### src/rtl/pipeline_ctrl.sv
// Pipeline hazard controller: decodes per-stage stall requests into a hold
// vector, tracks stall runs with a two-state FSM, keeps per-source stall
// statistics and raises a sticky watchdog on over-long stall runs.
module pipeline_ctrl #(
  parameter int unsigned WDOG_LIMIT = 64,
  parameter int unsigned CNT_W      = 32
) (
  input  logic             clk,
  input  logic             rst,
  input  logic             stallreq_from_if,
  input  logic             stallreq_from_id,
  input  logic             stallreq_from_ex,
  input  logic             stallreq_from_mem,
  input  logic             clr_cnt,
  output logic [5:0]       stall,
  output logic             stall_active,
  output logic             stall_start,
  output logic [CNT_W-1:0] if_stall_cnt,
  output logic [CNT_W-1:0] id_stall_cnt,
  output logic [CNT_W-1:0] ex_stall_cnt,
  output logic [CNT_W-1:0] mem_stall_cnt,
  output logic [15:0]      run_len,
  output logic             wdog_timeout
);

  typedef enum logic {RUN, STALLED} state_t;

  localparam logic [CNT_W-1:0] CNT_ONE = CNT_W'(1);
  localparam logic [15:0]      WDOG_LV = 16'(WDOG_LIMIT);

  state_t                     state, state_nxt;
  logic [3:0]                 src;      // one-hot attributed source: 0 if, 1 id, 2 ex, 3 mem
  logic [15:0]                run_nxt;
  logic [3:0][CNT_W-1:0]      cnt;

  // Priority decode of requests; reset masks everything so the pipe never holds during reset.
  always_comb begin
    src   = '0;
    stall = '0;
    if (!rst) begin
      if (stallreq_from_mem) begin
        src[3] = 1'b1;
        stall  = 6'b011111;
      end else if (stallreq_from_ex) begin
        src[2] = 1'b1;
        stall  = 6'b001111;
      end else if (stallreq_from_id) begin
        src[1] = 1'b1;
        stall  = 6'b000111;
      end else if (stallreq_from_if) begin
        src[0] = 1'b1;
        stall  = 6'b000011;
      end
    end
  end

  assign stall_active = |stall[4:0];

  // FSM state register.
  always_ff @(posedge clk) begin
    if (rst) state <= RUN;
    else     state <= state_nxt;
  end

  // FSM next-state: follow stall_active.
  always_comb begin
    state_nxt = state;
    case (state)
      RUN:     if (stall_active)  state_nxt = STALLED;
      STALLED: if (!stall_active) state_nxt = RUN;
      default: state_nxt = RUN;
    endcase
  end

  // One-cycle pulse after each RUN -> STALLED transition.
  always_ff @(posedge clk) begin
    if (rst) stall_start <= 1'b0;
    else     stall_start <= (state == RUN) && (state_nxt == STALLED);
  end

  // Next run length: saturating count while stalled, zero otherwise.
  always_comb begin
    run_nxt = '0;
    if (stall_active) run_nxt = (run_len == 16'hFFFF) ? run_len : run_len + 16'd1;
  end

  // Run length register; clr_cnt deliberately has no effect here.
  always_ff @(posedge clk) begin
    if (rst) run_len <= '0;
    else     run_len <= run_nxt;
  end

  // Sticky watchdog, set on the edge where the run reaches the limit; only rst clears it.
  always_ff @(posedge clk) begin
    if (rst)                                    wdog_timeout <= 1'b0;
    else if (stall_active && run_nxt == WDOG_LV) wdog_timeout <= 1'b1;
  end

  // Per-source saturating stall counters; clr_cnt wins over a same-cycle increment.
  always_ff @(posedge clk) begin
    for (int i = 0; i < 4; i++) begin
      if (rst || clr_cnt)                  cnt[i] <= '0;
      else if (src[i] && (cnt[i] != '1))   cnt[i] <= cnt[i] + CNT_ONE;
    end
  end

  assign if_stall_cnt  = cnt[0];
  assign id_stall_cnt  = cnt[1];
  assign ex_stall_cnt  = cnt[2];
  assign mem_stall_cnt = cnt[3];

endmodule

### config.mk
export PLATFORM = sky130hd
export DESIGN_NAME = pipeline_ctrl
export DESIGN_NICKNAME = d
export VERILOG_FILES = /design/src/rtl/pipeline_ctrl.sv
export SDC_FILE = /design/constraint.sdc
export NUM_CORES = 1
export LEC_CHECK = 0
export ABC_AREA = 1
export CAP_MARGIN = 0
export CORE_ASPECT_RATIO = 0.75
export CORE_UTILIZATION = 49
export DETAILED_ROUTE_END_ITERATION = 10
export GPL_ROUTABILITY_DRIVEN = 0
export GPL_TIMING_DRIVEN = 1
export PLACE_DENSITY_LB_ADDON = 0.3
export SYNTH_ARGS = -nofsm -noshare
export SYNTH_HDL_FRONTEND = slang
export SYNTH_SLANG_ARGS = --single-unit
### constraint.sdc
create_clock -name clk -period 2.27 [get_ports clk]
set_input_delay 0.454 -clock clk [delete_from_list [all_inputs] [get_ports clk]]
set_output_delay 0.454 -clock clk [all_outputs]
set_load 0.01 [all_outputs]
* Word-level counts from Yosys, hierarchy flattened
Cells that the tools add are included.
** Word-level totals
- Bits in read-only memories :: 0
- Output and inout port bits :: 153
- Memories :: 0
- Register bits after elaboration :: 147
- Latch bits :: 0
- Bits of input ports :: 7
- Memory bits (writable) :: 0
** Operators by class
- Reduce and logical (&&, ||, !) cells :: 8
- Bitwise logic cells :: 1
- Div/mod/pow operators :: 0
- $add $sub $neg :: 5
- Multiplexer cells :: 16
- Shift-type cells :: 0
- Eq/ne operators :: 6
- $mul :: 0
- $lt $le $gt $ge :: 0
** Operators with widths (number)
- $add 32x1->32 const B :: 4
- $ne 32x32->1 const B :: 4
- $mux 16 :: 2
- $add 16x1->16 const B :: 1
- $eq 16x16->1 const B :: 1
- $eq 16x7->1 const B :: 1
- $mux 4 :: 2
- $logic_and 1x1->1 :: 6
- $mux 1 :: 6
- $mux 3 :: 2
- $mux 6 :: 1
- $mux 5 :: 1
- $reduce_or 5->1 :: 1
- $mux 2 :: 2
- $logic_or 1x1->1 :: 1
- $not 1->1 :: 1

* Longest topological paths before layout
- Depth in word-level cells :: 9
- Gate-level depth with buffers :: 14

* Worst setup path before layout
OpenSTA, ideal clock, no wires.
- Path type :: register to register
- Start point :: register run_len[0]
- End point :: register wdog_timeout
- Arrival :: 1.773 ns
- Setup slack :: 0.431 ns
- Library setup time :: 0.066 ns
- Cell stages (with the launch flop) :: 15
- Clock period less this slack :: 1.839 ns
- Required time :: 2.204 ns
- Cell sequence :: dfxtp_1 > ha_1 > inv_2 > nor2_4 > nand2_2 > nor2_4 > inv_2 > buf_6 > nand2_2 > nand3_2 > clkinv_1 > nand3_1 > nor2_1 > nand2_1 > a21oi_2
** Between the ends
- Longest elaborated chain between the ends :: 5
- Elaborated cells between the ends (all ways) :: 6
** RTL lines
- start, declared :: line 22 : output logic [15:0] run_len,
- start signal, assigned :: line 90 : else run_len <= run_nxt;
- $add 16x1->16 / $eq 16x16->1 (equally long branches) :: line 84 : if (stall_active) run_nxt = (run_len == 16'hFFFF) ? run_len : run_len + 16'd1;
- $mux 16 (*) (2 in series) :: line 84
- $eq 16x7->1 (*) :: line 96 : else if (stall_active && run_nxt == WDOG_LV) wdog_timeout <= 1'b1;
- $logic_and 1x1->1 (*) :: line 96
- end signal, assigned :: line 95 : if (rst) wdog_timeout <= 1'b0;
- end signal, assigned :: line 96
- end, declared :: line 23 : output logic wdog_timeout
Mark *: on every way between the ends. The rest lies on a longest branch, timed or not.
A chain may end at the register's enable or synchronous reset.

* Final worst setup path
- Start point :: input stallreq_from_id
- End point :: output stall_active
** Between the ends
- Longest elaborated chain between the ends :: 5
** RTL lines
- start, declared :: line 11 : input logic stallreq_from_id,
- $mux 3 :: line 47 : end else if (stallreq_from_id) begin
- $mux 4 :: line 44 : end else if (stallreq_from_ex) begin
- $mux 5 :: line 41 : if (stallreq_from_mem) begin
- $mux 6 :: line 40 : if (!rst) begin
- $reduce_or 5->1 :: line 57 : assign stall_active = |stall[4:0];
- end, declared :: line 16 : output logic stall_active,
No other way between the ends.

==> results_dict.tcl <==
set metrics [dict create \
    hold_slack_ns 0.400 \
    synth_seq_cells 147 \
    cts_htree_levels 4 \
    cpMostUsedCell "clkdlybuf4s50_1" \
    slew_violations 0 \
    synth_fp_nets 1287 \
    finalClockSkew_ns 0.0117 \
    wl_per_cell_microns 14.3 \
    io_buffers 158 \
    core_sq_um 16800 \
    vias 9194 \
    swShare_pct 21.9 \
    die_h_microns 115 \
    design_area_sq_um 11100 \
    synth.distinct_cells 46 \
    cts_sinks 147 \
    fin_util_pct 66.2 \
    yosys_warnings 0 \
    drive_above_1_share_pct 9.69 \
    p_clk_share_pct 50.4 \
    seqCellArea_sq_um 2940 \
    most-common-layout-cells "nand2_1, nor2_1, clkdlybuf4s50_1, dfxtp_1, inv_1" \
    slowest_stage "clkdlybuf4s50_1" \
    dp_hpwl_microns 18000 \
    grt_overflow 0 \
    p_int_mw 4.49 \
    cts_made_buffers 17 \
    netlist_area_sq_um 8380 \
    initial_core_util_pct 50.0 \
    vdd_drop_max_mv 0.443 \
    path_clk_slew_ns 0.06 \
    crit_type "input port to output pin" \
    dieArea_sq_um 17600 \
    route.detailed.drc 0 \
    power.density_nw_per_um2 517 \
    critical_path_arrival_ns 1.74 \
    synthCells 1275 \
    finalHoldViolations 0 \
    pin_count 160 \
    finalCriticalPeriod_ns 2.20 \
    required_ns 1.82 \
    multi_input_area_sq_um 4700 \
    period_share_pct 96.8 \
    dpl_cell_area_sq_um 10500 \
    die_w_microns 153 \
    layout_commonest_cell "nand2_1" \
    status "finished clean" \
    yosysSeqAreaShare_pct 35.1 \
    grt_usage_pct 27.5 \
    num_rows 41 \
    post-cts-setup-buffers 0 \
    rsz0062_at_grt "false" \
    grt_pass1_wl_microns 39200 \
    final_cells 1701 \
    hp-class "register to register" \
    first_iter_violations 840 \
    max-clock-path-buffers 2 \
    cap_viol_max_count 0 \
    drtPass1Iterations 5 \
    cts_tree "done" \
    tightest_slew_ns 0.496 \
    routed_wl_microns 24300 \
    hp-start "state" \
    fill_cells 1460 \
    p_sw_mw 1.26 \
    antenna_found_initial 0 \
    cts_root_buf "clkbuf_16" \
    path_cells "clkdlybuf4s50_1 -> inv_1 -> a31oi_1 -> clkdlybuf4s50_1" \
    syn_avg_cell_area_sq_um 6.57 \
    max_freq_mhz 455 \
    antenna_left 0 \
    crit_path_start "stallreq_from_id" \
    final_nets 1485 \
    grt_pass1_vias 8028 \
    p_seq_share_pct 45.3 \
    p_leak_nw 3.88 \
    grt_max_degree 51 \
    num_antenna_cells 0 \
    slowest_delay_ns 0.56 \
    cp-start-kind "input port" \
    dp.cells 1669 \
    relSlewSlack_pct 66.6 \
    syn_to_final_growth_pct 32.5 \
    worstSkewPairLatency_ns 0.42 \
    crit_fanout 4 \
    worstReg2RegStart "if_stall_cnt[0]" \
    viasPerCell 5.41 \
    comb_power_share_pct 4.3 \
    final-setup-viol-count 0 \
    endpoint_kind "output pin" \
]
-- synth_stat cells, drive strengths merged --
master  instances  area, sq um
o21bai          6         45.0
nand3          74          400
nor3           63          335
clkinv          2         7.51
o31a            1         8.76
ha              5         62.6
inv           140          526
or4             1         7.51
nand4          45          294
nand3b          3         22.5
or2             1         6.26
xnor2          21          184
xor2           29          254
conb            1         3.75
dfxtp         147         2940
nor2          184          768
buf            26          183
a31oi           7         50.1
a21boi          2         15.0
nand2         344         1310
nor4            5         52.6
o21a            4         30.0
and2            1         6.26
clkbuf         10         37.5
a21oi          88          444
o21ai          51          255
nor3b          12          105
o21ba           1         10.0
o211a           1         10.0
-- per-layer routing --
| metal | global-route usage (%) | vias to the layer above | part of all wire [%] |
|---|---|---|---|
| li1 | - | 4541 | - |
| met1 | 38.8 | 4176 | 46 |
| met2 | 42.4 | 443 | 43 |
| met3 | 5.77 | 34 | 9.3 |
| met4 | 7.61 | 0 | 1.5 |
| met5 | 0 | - | 0 |
-- area by class of cell --
class,count,share of cell area (%)
timing repair buffer,215,18.5
clock inverter,7,0.845
tap,215,2.42
multi-input combinational,950,42.3
inverter,142,4.80
clock buffer,25,4.64
sequential,147,26.5
-- state kept, by name (all words and copies together) (netlist names) --
signal / count
if_stall_cnt: 32
stall_start: 1
state: 1
ex_stall_cnt: 32
id_stall_cnt: 32
wdog_timeout: 1
run_len: 16
mem_stall_cnt: 32
-- path summary, 6_finish.rpt --
path / endpoint / slack [ns] / depth (start not counted)
hold reg to reg: stall_start / 0.40 / 1
hold / removal: stall_start / 0.40 / 1
setup / recovery: stall_active / 0.07 / 4
setup reg to reg: if_stall_cnt[20] / 0.20 / 12
-- critical path: cells and delay by family --
family | cells | cell delay [ns]
compound gates | 1 | 0.16
buf+inv | 3 | 1.12
-- power groups by stage --
stage	clock [mW]	sequential, mW	combinational, mW
finish	2.89	2.60	0.247
global route	3.05	2.60	0.268
CTS	2.93	2.60	0.246
detailed placement	0	2.66	0.248
global placement	0	2.66	0.244
floorplan	0	2.66	0.135
-- cells by family (layout without fill, tap and decap cells) --
family	Yosys count	count (layout)	share of synthesized area (%)
AO/OA/AOI/OAI	161	161	10.4
adder cells (fa/ha/maj)	5	5	0.746
other	1	1	0.0447
AND/OR/NAND/NOR	733	733	39.5
flip-flops	147	147	35.1
buffers and inverters	178	389	8.99
XOR/XNOR	50	50	5.23
-- timing repair --
| item | CTS | global route |
|---|---|---|
| gates resized for setup | 3 | 1 |
| hold buffers | 0 | 0 |
| endpoints found under the setup margin | 3 | 1 |
-- metrics by stage --
step / power (mW) / setup WS (ns) / TNS [ns]
floorplan: 2.79 / 0.431 / 0
global placement: 2.90 / -0.124 / -0.518
detailed placement: 2.91 / -0.140 / -1.55
CTS: 5.78 / 0.0728 / 0
global route: 5.92 / 0.00177 / 0
finish: 5.74 / 0.0732 / 0
(Power assumes the default switching activity.)
